$ cat config.mk
export PLATFORM = sky130hd
export DESIGN_NAME = acq_trigger_ctrl
export DESIGN_NICKNAME = d
export VERILOG_FILES = /design/src/rtl/acq_trigger_ctrl.sv
export SDC_FILE = /design/constraint.sdc
export NUM_CORES = 1
export LEC_CHECK = 0
export CORE_MARGIN = 2
export CORE_UTILIZATION = 35
export DETAILED_ROUTE_END_ITERATION = 12
export PLACE_DENSITY = 0.5
export REMOVE_ABC_BUFFERS = 1
export SKIP_LAST_GASP = 1
export SLEW_MARGIN = 0
export SYNTH_ARGS = -nofsm -noshare
export SYNTH_HDL_FRONTEND = slang
export SYNTH_SLANG_ARGS = --single-unit
$ cat constraint.sdc
create_clock -name clk -period 3.3 [get_ports clk]
set_input_delay 0.495 -clock clk [delete_from_list [all_inputs] [get_ports clk]]
set_output_delay 0.495 -clock clk [all_outputs]
set_load 0.02 [all_outputs]
$ cat src/rtl/acq_trigger_ctrl.sv
// Acquisition trigger sequencer: sample-tick decimation, trigger detection and capture windowing.
// Define ACQ_TRIG_COUNTER_EN to implement the TRIG_CNT register at BASE_ADDR+5.
module acq_trigger_ctrl #(
  parameter int unsigned DATA_WIDTH = 16,
  parameter int unsigned BASE_ADDR  = 32'h4100,
  parameter int unsigned CNT_WIDTH  = 16
) (
  input  logic                  clk,
  input  logic                  rst_n,
  input  logic                  en,
  input  logic                  addr_en,
  input  logic                  rd_en,
  input  logic                  wr_en,
  input  logic [DATA_WIDTH-1:0] rd_data,
  output logic [DATA_WIDTH-1:0] wr_data,
  input  logic                  adc_clk,
  input  logic                  sync_signal_in,
  input  logic                  capture_done,
  output logic                  stable,
  output logic                  sample_tick,
  output logic                  trigger,
  output logic                  capture_active
);

  localparam logic [DATA_WIDTH-1:0] Base    = DATA_WIDTH'(BASE_ADDR);
  localparam logic [CNT_WIDTH-1:0]  CntOne  = CNT_WIDTH'(1);
  localparam logic [CNT_WIDTH-1:0]  CntMax  = '1;

  typedef enum logic [2:0] {
    StIdle    = 3'd0,
    StArmed   = 3'd1,
    StCapture = 3'd2,
    StHoldoff = 3'd3
  } state_e;

  state_e                state_q;
  logic [DATA_WIDTH-1:0] addr_q;
  logic [3:0]            ctrl_q, ctrl_d;
  logic [CNT_WIDTH-1:0]  decim_q, holdoff_q, timeout_q;
  logic [CNT_WIDTH-1:0]  dcnt_q, tcnt_q, hcnt_q;
  logic                  adc_prev_q, cmp_prev_q, edge_q;
  logic [DATA_WIDTH-1:0] off, rdata, trig_cnt_rd;
  logic                  hit, bus_wr, wr_ctrl;
  logic                  adc_rise, edge_match, fire, trig_fire, hold_done, clr_run;

  // Register decode always uses the latched address, so a same-cycle addr_en sees the old one.
  assign off     = addr_q - Base;
  assign hit     = (addr_q >= Base) && (off < DATA_WIDTH'(6));
  assign bus_wr  = en && rd_en && hit;
  assign wr_ctrl = bus_wr && (off[2:0] == 3'd0);

  assign hold_done = (hcnt_q == holdoff_q);
  assign fire      = (state_q == StArmed) &&
                     (edge_q || (ctrl_q[3:2] == 2'b11) ||
                      ((timeout_q != '0) && (tcnt_q == timeout_q)));

  always_comb begin
    ctrl_d    = wr_ctrl ? rd_data[3:0] : ctrl_q;
    trig_fire = fire && ctrl_d[0];
    clr_run   = (state_q == StHoldoff) && hold_done && ctrl_d[1] && ctrl_d[0];
  end

  always_comb begin
    rdata = '1;
    if (hit) begin
      case (off[2:0])
        3'd0:    rdata = DATA_WIDTH'(ctrl_q);
        3'd1:    rdata = DATA_WIDTH'(decim_q);
        3'd2:    rdata = DATA_WIDTH'(holdoff_q);
        3'd3:    rdata = DATA_WIDTH'(timeout_q);
        3'd4:    rdata = {{(DATA_WIDTH-3){1'b0}}, state_q};
        3'd5:    rdata = trig_cnt_rd;
        default: rdata = '1;
      endcase
    end
  end

  always_ff @(posedge clk or negedge rst_n) begin
    if (!rst_n) begin
      addr_q    <= '0;
      ctrl_q    <= '0;
      decim_q   <= '0;
      holdoff_q <= '0;
      timeout_q <= '0;
      wr_data   <= '1;
    end else begin
      if (en && addr_en) addr_q <= rd_data;
      ctrl_q <= clr_run ? {ctrl_d[3:1], 1'b0} : ctrl_d;
      if (bus_wr && (off[2:0] == 3'd1)) decim_q   <= CNT_WIDTH'(rd_data);
      if (bus_wr && (off[2:0] == 3'd2)) holdoff_q <= CNT_WIDTH'(rd_data);
      if (bus_wr && (off[2:0] == 3'd3)) timeout_q <= CNT_WIDTH'(rd_data);
      if (en && wr_en) wr_data <= rdata;
    end
  end

`ifdef ACQ_TRIG_COUNTER_EN
  logic [DATA_WIDTH-1:0] trig_cnt_q;

  always_ff @(posedge clk or negedge rst_n) begin
    if (!rst_n) begin
      trig_cnt_q <= '0;
    end else if (bus_wr && (off[2:0] == 3'd5)) begin
      trig_cnt_q <= '0;
    end else if (trig_fire) begin
      trig_cnt_q <= trig_cnt_q + DATA_WIDTH'(1);
    end
  end

  assign trig_cnt_rd = trig_cnt_q;
`else
  assign trig_cnt_rd = '1;
`endif

  // Sample-tick decimator runs freely, independent of the sequencer state.
  assign adc_rise = adc_clk && !adc_prev_q;

  always_ff @(posedge clk or negedge rst_n) begin
    if (!rst_n) begin
      adc_prev_q  <= 1'b0;
      dcnt_q      <= '0;
      sample_tick <= 1'b0;
    end else begin
      adc_prev_q  <= adc_clk;
      sample_tick <= 1'b0;
      if (adc_rise) begin
        if (dcnt_q == decim_q) begin
          sample_tick <= 1'b1;
          dcnt_q      <= '0;
        end else begin
          dcnt_q <= dcnt_q + CntOne;
        end
      end
    end
  end

  always_comb begin
    edge_match = 1'b0;
    case (ctrl_q[3:2])
      2'b00:   edge_match = sync_signal_in && !cmp_prev_q;
      2'b01:   edge_match = !sync_signal_in && cmp_prev_q;
      2'b10:   edge_match = sync_signal_in ^ cmp_prev_q;
      default: edge_match = 1'b0;
    endcase
  end

  // Registering the match gives the two-clock edge-to-trigger latency.
  always_ff @(posedge clk or negedge rst_n) begin
    if (!rst_n) begin
      cmp_prev_q <= 1'b0;
      edge_q     <= 1'b0;
    end else begin
      cmp_prev_q <= sync_signal_in;
      edge_q     <= edge_match;
    end
  end

  always_ff @(posedge clk or negedge rst_n) begin
    if (!rst_n) begin
      state_q        <= StIdle;
      tcnt_q         <= '0;
      hcnt_q         <= '0;
      trigger        <= 1'b0;
      stable         <= 1'b0;
      capture_active <= 1'b0;
    end else begin
      trigger <= 1'b0;
      if (!ctrl_d[0]) begin
        state_q        <= StIdle;
        stable         <= 1'b0;
        capture_active <= 1'b0;
        tcnt_q         <= '0;
        hcnt_q         <= '0;
      end else begin
        case (state_q)
          StIdle: begin
            state_q <= StArmed;
            stable  <= 1'b1;
            tcnt_q  <= '0;
          end
          StArmed: begin
            if (trig_fire) begin
              trigger        <= 1'b1;
              state_q        <= StCapture;
              capture_active <= 1'b1;
            end else if (sample_tick && (tcnt_q != CntMax)) begin
              tcnt_q <= tcnt_q + CntOne;
            end
          end
          StCapture: begin
            if (capture_done) begin
              state_q        <= StHoldoff;
              stable         <= 1'b0;
              capture_active <= 1'b0;
              hcnt_q         <= '0;
            end
          end
          StHoldoff: begin
            if (hold_done) begin
              if (ctrl_d[1]) begin
                state_q <= StIdle;
              end else begin
                state_q <= StArmed;
                stable  <= 1'b1;
                tcnt_q  <= '0;
              end
            end else if (sample_tick && (hcnt_q != CntMax)) begin
              hcnt_q <= hcnt_q + CntOne;
            end
          end
          default: begin
            state_q        <= StIdle;
            stable         <= 1'b0;
            capture_active <= 1'b0;
          end
        endcase
      end
    end
  end

endmodule
* After elaboration in Yosys (flattened, before gate mapping)
Cells that the tools add are included.
** Storage, ports and cells
- Input port bits :: 25
- Flip-flop bits (word level) :: 142
- Word-level logic and storage cells :: 122
- Output and inout port bits :: 20
** Operators by class
- Add/subtract/negate cells :: 4
- Mux-type cells :: 36
- Eq/ne operators :: 27
- Bitwise gates (word level) :: 1
- Reductions and logical operators :: 35
- Order comparisons :: 2
** Operators by type and width (count)
- 16-bit two-way mux :: 11
- 16-bit case mux with 5 select lines :: 1
- 16-bit by 1-bit adder with 16-bit output (second input constant) :: 3
- 16-bit equality test :: 3
- 16-bit case mux with 3 select lines :: 1
- 16-bit != test (second input constant) :: 2
- 16-bit case mux with 2 select lines :: 1
- 1-bit logical AND :: 20
- 3-bit != test (second input constant) :: 6
- 16-bit by 15-bit >= comparator with 1-bit output (second input constant) :: 1
- 16-bit by 3-bit less-than comparator with 1-bit output (second input constant) :: 1
- 16-bit nonzero test :: 1
- 16-bit by 15-bit subtractor with 16-bit output (second input constant) :: 1
- 1-bit two-way mux :: 13
- 3-bit by 2-bit equality test with 1-bit output (second input constant) :: 4
- 3-bit two-way mux :: 4
- 3-bit case mux with 4 select lines :: 1
- 4-bit AND reduction :: 2
- 3-bit by 1-bit equality test with 1-bit output (second input constant) :: 2
- 3-bit zero test :: 2
- 3-bit by 2-bit != test with 1-bit output (second input constant) :: 2
- 1-bit case mux with 3 select lines :: 2
- 3-bit AND reduction :: 2
- 5-bit AND reduction :: 1
- 13 further kinds :: 18

* Logic depth before layout (Yosys ltp)
Gate-level depths: netlist of run 1.
- Depth after elaboration :: 10
- Gate-level depth with buffers :: 10
- Mapped depth without buffers :: 8

* Least setup slack after synthesis of run 1
OpenSTA, ideal clock, no wires.
- Kind :: register to register
- Start point :: register addr_q[2]
- End point :: register hcnt_q[12]
- Buffers on the path :: 2
- Required time :: 3.222 ns
- Path slack :: 0.866 ns
- Stages on the path, launching flop included :: 10
- Arrival :: 2.356 ns
- Period minus slack after synthesis :: 2.434 ns
- Setup time :: 0.078 ns
- Cells stage by stage :: dfrtp_1 > buf_6 > nand3b_4 > or3_4 > nor2_4 > mux2i_2 > buf_2 > nor2_1 > or3_1 > a21oi_1
** Between the ends
- Longest elaborated chain between the ends :: 8
- Elaborated cells between the ends (all ways) :: 14
- Classes of those cells :: add/sub (1); order compare (2); eq/ne (4); mux (2); reduce/logical (5)
** Ends and longest elaborated chain
- from (decl) :: line 37 : logic [DATA_WIDTH-1:0] addr_q;
- from (signal assigned) :: line 87 : if (en && addr_en) addr_q <= rd_data;
- 16-bit by 15-bit subtractor with 16-bit output :: line 47 : assign off = addr_q - Base;
- 16-bit by 3-bit less-than comparator with 1-bit output :: line 48 : assign hit = (addr_q >= Base) && (off < DATA_WIDTH'(6));
- 1-bit logical AND :: line 48
- 1-bit logical AND :: line 49 : assign bus_wr = en && rd_en && hit;
- 1-bit logical AND (*) :: line 50 : assign wr_ctrl = bus_wr && (off[2:0] == 3'd0);
- 4-bit two-way mux (*) :: line 58 : ctrl_d = wr_ctrl ? rd_data[3:0] : ctrl_q;
- 3-bit by 2-bit != test with 1-bit output (no line) (tied with other cells)
- 4-bit AND reduction (no line)
- to (signal assigned) :: line 207 : hcnt_q <= hcnt_q + CntOne;
- to (decl) :: line 40 : logic [CNT_WIDTH-1:0] dcnt_q, tcnt_q, hcnt_q;
Every way passes the cells marked *; elsewhere a longest branch is shown, timed or not.
A chain may end at the register's enable or synchronous reset.

* Final worst setup path of run 1
- Start point :: register addr_q[12]
- End point :: register tcnt_q[13]
** Between the ends
- Longest elaborated chain between the ends :: 9
- Elaborated cells between the ends (all ways) :: 15
- Classes of those cells :: add/sub (1); order compare (2); eq/ne (5); mux (2); reduce/logical (5)
** Ends and longest elaborated chain
- 16-bit by 15-bit subtractor with 16-bit output :: line 47
- 16-bit by 3-bit less-than comparator with 1-bit output :: line 48
- 1-bit logical AND (*) :: line 48
- 1-bit logical AND (*) :: line 49
- 1-bit logical AND (*) :: line 50
- 4-bit two-way mux (*) :: line 58
- 1-bit logical AND :: line 59 : trig_fire = fire && ctrl_d[0];
- 3-bit != test (no line)
- 5-bit AND reduction (no line)
- to (signal assigned) :: line 186 : tcnt_q <= tcnt_q + CntOne;
- to (decl) :: line 40
Marks and branches as above.

==> metrics, run 1 <==
status finished, final reports clean; Pleak 3.84 nW; final-report max-slew violation count 0; RSZ-0062 raised after global routing false; Die Ht 149 microns; Main synth FF type dfrtp_1; min Tclk post-route 2870 ps; Seq/Total Area, Yosys 48.5%; cell count after synthesis 660; RR Startpoint addr_q[12]; Layout Cells excl Fill 998; Final Hold Vio Count 0; Clock Latency Late Sink between 400 and 500 ps; Site Rows 52; CTS tree built; gpl congestion about 0.86; remaining antenna violation count 0; Final HPWL DP 14200 microns; core box area 20400 sq um; Die ar. 22100 sq um; first-pass GRT wire length 31500 microns; clock transition at the registers of the reported paths 60 ps; Crit Path Max Fanout 19; CP Launch Type register; pin count of the biggest net entering global routing 82; post-synthesis async set-or-reset flop share 100%; Critical Path Sink Type register; Slew @ Worst Pin approximately 840 ps; ratio of cells with drive above 1 in the final layout 22.4%; Rel. slew slack roughly 44%; crit path DAT 3200 ps; Avg Inst Size Synth roughly 11 sq um; fillcell total between 1500 and 2000; drt drc 0; Max Cap Viol 0; postcts setup bufs 0; DR pass1 iterations 4; nets ~750; Hold Path Class in2async; count of flip-flops with a built-in enable after synthesis 0; initial core utilization 35.9%; Max Freq 0.348 GHz; setup tns final 0 ps; placed insts 966; Finish-stage setup viols 0; ANT cells 0; via count between 5000 and 6000; critical path launch point addr_q[12]; htree depth 4; crit path kind reg2reg; Power Dens Cells 494 nW/um^2; Die W about 150 microns; number of synthesized register bits 141; layer with the highest usage met2; number of port buffers 44; grt met1 use 25.7%; crit share post-route 87.1%; Critical Path RT about 3600 ps; GRT overflow 0; I/O pin count 45; reg2reg setup slack ~430 ps; synthesized area approximately 7300 sq um; Longest Clk Path Bufs 2; met2 usage a little under a third; met3 usage 3.87%; warnings from Yosys 0; routed len/inst 19.6 microns; Inserted Clock Buffers 17; Detailed Route Iter0 Violations 247; CTS Root Cell clkbuf_16; WL final roughly 20000 microns; Worst VDD drop 321 uV; vias in the first global route 5498; initial antenna violation count 0; Setup Skew 7.86 ps; DR vias/cell 5.33; CTS resizes 0; area growth from synthesis to layout 19.3%; clock sink total 141; count of cell types in the netlist a little over 60; hold buffer count at cts 0; GRT Overall Usage 18.7%
## area by class of cell
cell class              count  area [sq um]  area share, %
inverters                  13          48.8          0.559
clock buffers              19           443           5.08
well taps                 270           338           3.87
repair buffers             61           582           6.67
clock inverters            13           165           1.89
flip-flops and latches    141          3550           40.7
multi-input cells         481          3600           41.3
## layout by cell type, fill, tap and decap left out, types with 17 or more instances in the layout
cell type | synthesis | routed
clkdlybuf4s50_1 | 0 | 43
xnor2_1 | 30 | 30
xor2_1 | 35 | 35
nand3_1 | 22 | 22
mux2_2 | 80 | 80
clkbuf_16 | 0 | 17
o21ai_0 | 27 | 27
dfrtp_1 | 125 | 125
nor2_1 | 44 | 44
nand2_1 | 40 | 40
## registers in the layout, indices dropped and copies added, names as in the netlist
| register | cells |
|---|---|
| capture_active | 1 |
| ctrl_q | 4 |
| hcnt_q | 16 |
| cmp_prev_q | 1 |
| timeout_q | 16 |
| wr_data | 16 |
| adc_prev_q | 1 |
| state_q | 2 |
| holdoff_q | 16 |
| trigger | 1 |
| dcnt_q | 16 |
| tcnt_q | 16 |
| decim_q | 16 |
| addr_q | 16 |
| edge_q | 1 |
| sample_tick | 1 |
| stable | 1 |
## critical path, cell delays in order (launching register included)
cell	delay [ps]
dfrtp_1	400
nor4b_1	430
buf_4	190
nand4_1	200
nor2_4	220
mux2i_2	210
buf_4	240
a21oi_2	160
or4_1	540
a21oi_1	180
## path summary, 6_finish.rpt
kind	endpoint	depth (start not counted)
setup / recovery	tcnt_q[13]	9
hold / removal	state_q[1]	1
setup reg to reg	tcnt_q[13]	9
hold reg to reg	addr_q[14]	1
max in group asynchronous	wr_data[14]	2
min in group clk	addr_q[14]	1
## layer usage
layer	vias to the layer above	routed length [microns]	part of all wire, %
met3	20	608	3.1
met5	-	0	0
met2	83	9400	48
met1	2701	9280	47
met4	0	274	1.4
li1	2513	-	-
## stage by stage
step	hold slack [ps]	setup WS [ps]	area, sq um	power [W]	util (%)
after global routing	166	222	8730	0.00449	42.9
after CTS	144	359	8730	0.00436	42.9
after global placement	481	276	8120	0.00235	39.9
final	112	426	8730	0.00431	42.9
after detailed placement	489	186	8120	0.00236	39.9
after floorplan	199	146	7200	0.00214	-
## where the power goes
group / leakage [nW] / internal, W / switching, W / total, W
clock: 0.298 / 0.00121 / 0.000770 / 0.00198
combinational: 1.67 / 0.000174 / 0.000270 / 0.000444
sequential: 1.87 / 0.00180 / 0.0000831 / 0.00188
total: 3.84 / 0.00319 / 0.00112 / 0.00431
## cell usage after synthesis (11+ instances only)
library cell | instances | share of area [%]
nand2_1 | 40 | 2.1
mux2i_1 | 11 | 1.5
nor4_1 | 12 | 1.0
clkbuf_1 | 14 | 0.72
inv_1 | 13 | 0.67
xnor2_1 | 30 | 3.6
nand4_1 | 14 | 1.2
and3_1 | 12 | 1.0
mux2_2 | 80 | 12
nor2_1 | 44 | 2.3
nand3_1 | 22 | 1.5
xor2_1 | 35 | 4.2
o21a_1 | 15 | 1.5
a21oi_1 | 16 | 1.1
o21ai_0 | 27 | 1.8
dfrtp_1 | 125 | 43
nor3_1 | 13 | 0.89
a22oi_1 | 13 | 1.3
dfstp_2 | 16 | 5.7
## kinds of logic after synthesis
group / count (synthesis) / synth area share, %
AO/OA/AOI/OAI: 115 / 11.0
flip-flops: 141 / 48.5
XOR/XNOR: 65 / 7.78
adder cells (fa/ha/maj): 9 / 1.54
multiplexers: 94 / 14.6
AND/OR/NAND/NOR: 198 / 14.3
buffers and inverters: 38 / 2.22
Power figures use the tool's default switching activity.
==> inputs of run 2 (changes only) <==
--- a/config.mk
+++ b/config.mk
@@ -8,7 +8,7 @@
 export CORE_MARGIN = 2
 export CORE_UTILIZATION = 35
 export DETAILED_ROUTE_END_ITERATION = 12
-export PLACE_DENSITY = 0.5
+export RECOVER_POWER = 100
 export REMOVE_ABC_BUFFERS = 1
 export SKIP_LAST_GASP = 1
 export SLEW_MARGIN = 0
==> metrics, run 2 (synthesis results as in run 1) <==
Hold Path Class in2async; Finish-stage setup viols 0; RSZ-0062 raised after global routing false; CP Launch Type input port; Final Total Pwr 0.00426 W; Pleak around 3.8 nW; nets 749; status finished, violations left; Power Dens Cells 491 nW/um^2; Slew @ Worst Pin 1550 ps; Worst VDD drop 350 uV; routed len/inst just under 20 microns; Rel. slew slack -3.35%; most common cell after layout, fill and taps aside dfrtp_1; ANT cells 0; Register-to-Register Path Depth 9; DR pass1 iterations 5; vias in the first global route 5639; final-report max-slew violation count 60; initial core utilization 35.9%; number of port buffers 44; pin count of the biggest net entering global routing 84; GRT Overall Usage 18.5%; Detailed Route Iter0 Violations 323; first-pass GRT wire length 31300 microns; most frequent cells in the layout 125 x dfrtp_1, 80 x mux2_2, 44 x nor2_1; core box area 20400 sq um; remaining antenna violation count 0; Max Cap Viol 1; violated checks max-capacitance violations, max-slew violations; WL final 19300 microns; Clock Latency Late Sink 430 ps; drt drc 0; htree depth 4; crit path kind in2reg; ratio of cells with drive above 1 in the final layout 21.7%; Longest Clk Path Bufs 2; Die ar. 22100 sq um; Die Ht 149 microns; I/O pin count 45; Critical Path RT 3650 ps; crit share post-route 87.1%; crit path DAT 3230 ps; Inserted Clock Buffers 17; hold buffer count at cts 0; clock sink total 141; CTS tree built; Die W between 100 and 150 microns; register area 3550 sq um; DR vias/cell 5.48; via count 5469; CTS resizes 0; CTS Root Cell clkbuf_16; Max Freq 0.348 GHz; min Tclk post-route 2870 ps; GRT overflow 0; gpl congestion 0.836; area of the multi-input gates 3600 sq um; Site Rows 52; fillcell total between 1500 and 2000; Crit Path Max Fanout 8; area growth from synthesis to layout 18.6%; initial antenna violation count 0; Critical Path Sink Type register; Final Hold Vio Count 0; hold_ws 428 ps; clock transition at the registers of the reported paths roughly 70 ps; Final HPWL DP roughly 14000 microns; Setup Skew approximately 9.4 ps; setup tns final 0 ps; postcts setup bufs 0
run 2: changes by cell type in the layout (fill, tap and decap cells not counted), moves of 4 or more:
cell,previous run,this run
o21ai_1,5,1
dlygate4sd3_1,0,23
clkdlybuf4s50_1,43,20
buf_4,16,10
clkbuf_1,1,6
inv_8,0,4
o21ai_0,27,31
run 2: worst paths after layout:
kind	startpoint	end	slack, ps
worst min-delay path	rst_n	tcnt_q[9]	430
min in group clk	addr_q[14]	addr_q[14]	500
worst min register to register	addr_q[14]	addr_q[14]	500
max in group asynchronous	rst_n	addr_q[12]	850
worst max-delay path	en	hcnt_q[13]	430
worst max register to register	addr_q[9]	decim_q[2]	440
run 2: where the power goes:
part / internal, W / switching, W
clock network: 0.00108 / 0.000862
registers: 0.00180 / 0.0000800
logic: 0.000165 / 0.000274
total: 0.00304 / 0.00122
run 2: through the flow:
| step | cells | cell area [sq um] | setup WS, ps | util, % |
|---|---|---|---|---|
| 2_1_floorplan | 635 | 7200 | 146 | - |
| 3_3_place_gp | 966 | 8120 | 213 | 39.9 |
| 3_5_place_dp | 966 | 8120 | 108 | 39.9 |
| 4_1_cts | 998 | 8710 | 494 | 42.8 |
| 5_1_grt | 998 | 8670 | 146 | 42.6 |
| 6_report | 998 | 8670 | 425 | 42.6 |
run 2: layout make-up:
cell class	count	share of cell area, %
sequential	141	40.9
timing repair buffer	61	6.23
inverter	13	0.563
clock inverter	15	1.93
clock buffer	17	4.91
tap	270	3.90
multi-input combinational	481	41.5
run 2: worst max-delay path: stages:
cell           delay [ps]
dlygate4sd3_1         620
nand3b_4              120
or3_4                 360
nor2_4                130
mux2i_2               410
clkbuf_1              250
o2111ai_2             270
or3_1                 420
a21oi_1               140
run 2: metal layers:
metal	vias to the layer above	share of wire, %	routed length [microns]	track usage [%]
met5	-	0	0	0
met4	0	1.3	246	4.90
met3	17	4.6	893	4.26
met2	149	48	9280	30.9
met1	2805	46	8840	24.2
li1	2498	-	-	-
==> inputs of run 3 (changes only) <==
--- a/config.mk
+++ b/config.mk
@@ -5,7 +5,7 @@
 export SDC_FILE = /design/constraint.sdc
 export NUM_CORES = 1
 export LEC_CHECK = 0
-export CORE_MARGIN = 2
+export CORE_MARGIN = 3
 export CORE_UTILIZATION = 35
 export DETAILED_ROUTE_END_ITERATION = 12
 export RECOVER_POWER = 100
==> metrics, run 3 (synthesis results as in run 1) <==
most frequent cells in the layout 125 x dfrtp_1, 80 x mux2_2, 44 x nor2_1; most common cell after layout, fill and taps aside dfrtp_1; fillcell total 1936; core box area 20400 sq um; ratio of cells with drive above 1 in the final layout 20.8%; Inserted Clock Buffers 17; via count between 5000 and 6000; clock share of power between 40% and 50%; critical path's slowest cell clkbuf_1; Most common cell on crit path nor2_1; Final Hold Vio Count 0; NetSw 0.00110 W; Cell Chain, Critical Path nor4b_1, nand4_1, nor2_1, nand2_1, nor2_1, clkbuf_1, mux2_2; fin util 42.4%; final setup margin 267 ps; hold buffer count at cts 0; crit share post-route 91.9%; pin count of the biggest net entering global routing 83; ANT cells 0; Sw Ratio 26.2%; status finished, violations left; drt drc 0; Final HPWL DP 14200 microns; area of the multi-input gates roughly 3600 sq um; DR pass1 iterations 6; Max Cap Viol 1; I/O pin count 45; initial core utilization ~36%; pre-CTS WS 151 ps; GRT overflow 0; Register-to-Register Path Depth 7; Site Rows 52; number of port buffers 44; final-report max-slew violation count 83; Slew @ Worst Pin 2110 ps; CTS tree built; critical path launch point addr_q[12]; reg2reg setup slack approximately 270 ps; Reg-to-Reg End decim_q[0]; Die W roughly 150 microns; CTS resizes 0; Hold Path Class reg2reg; clock transition at the registers of the reported paths 60 ps; Worst path max stage delay 800 ps; htree depth 4; violated checks max-capacitance violations, max-slew violations; Die ar. 22700 sq um; first-pass GRT wire length 31400 microns; RR Startpoint addr_q[12]; Crit Path Max Fanout 16; RSZ-0062 raised after global routing false; Detailed Route Iter0 Violations 399; initial antenna violation count 0; register area 3550 sq um; sequential share of power 44.7%; Logic pwr share around a tenth; gpl congestion approximately 0.87; Finish-stage setup viols 0; nets approximately 750; WL final 19600 microns; DR vias/cell roughly 5.5; Critical Path RT 3600 ps; GRT Overall Usage 18.1%; postcts setup bufs 0; Final Total Pwr ~0.0042 W; Longest Clk Path Bufs 2; Die Ht 151 microns; crit path DAT 3340 ps; clock sink total 141; remaining antenna violation count 0; CP Launch Type register; setup tns final 0 ps; worst hold stages 1; routed len/inst roughly 20 microns; Worst VDD drop 341 uV; CTS Root Cell clkbuf_16; Int Pwr approximately 0.0031 W; Power Dens Cells 486 nW/um^2; Rel. slew slack -40.5%; vias in the first global route around 5600; Pleak 3.75 nW; CP endpoint decim_q[0]; area growth from synthesis to layout 18.2%; min Tclk post-route approximately 3000 ps; Critical Path Sink Type register; crit path kind reg2reg; hold_ws around 500 ps; Setup Skew 11.4 ps; Clock Latency Late Sink 430 ps; Max Freq 0.330 GHz
## run 3: cell count changes in the layout (fill, tap and decap cells not counted), sizes merged
cell | previous run | this run
bufinv | 1 | 2
inv | 22 | 14
clkinv | 3 | 4
clkinvlp | 2 | 3
buf | 10 | 9
clkbuf | 25 | 30
## run 3: worst max-delay path, delay by kind of cell, from the launching register on
kind | cells | cell delay (ps)
simple gates | 5 | 1300
mux | 1 | 420
flops | 1 | 380
buf+inv | 1 | 800
## run 3: worst min-delay path by stage
stage | from | to
after floorplan | rst_n | adc_prev_q
after global placement | addr_q[8] | addr_q[8]
after detailed placement | addr_q[8] | addr_q[8]
after CTS | rst_n | tcnt_q[8]
after global routing | wr_data[3] | wr_data[3]
final | addr_q[8] | addr_q[8]
## run 3: metal layers
layer | global-route usage, % | vias up | share of wire, % | routed length (microns)
met5 | 0 | - | 0 | 0
met4 | 4.57 | 0 | 1.1 | 220
met3 | 3.97 | 16 | 5.2 | 1020
met2 | 29.4 | 145 | 48 | 9450
met1 | 24.7 | 2791 | 45 | 8870
li1 | - | 2510 | - | -
## run 3: power groups by stage
stage | logic, W | registers, W | clock network (W)
after floorplan | 0.000226 | 0.00191 | 0
after global placement | 0.000430 | 0.00190 | 0
after detailed placement | 0.000449 | 0.00191 | 0
after CTS | 0.000451 | 0.00188 | 0.00192
after global routing | 0.000489 | 0.00189 | 0.00201
final | 0.000442 | 0.00188 | 0.00188
## run 3: final cells by class
| class | count | area share, % |
|---|---|---|
| multi-input combinational | 481 | 41.6 |
| timing repair buffer | 60 | 6.28 |
| tap | 270 | 3.91 |
| clock buffer | 22 | 5.25 |
| clock inverter | 10 | 1.38 |
| sequential | 141 | 41.0 |
| inverter | 13 | 0.564 |
## run 3: metrics by stage
stage          instance area [sq um]  instances
3_3_place_gp                    8110        965
5_1_grt                         8640        997
2_1_floorplan                   7200        635
3_5_place_dp                    8110        965
4_1_cts                         8680        997
6_report                        8640        997
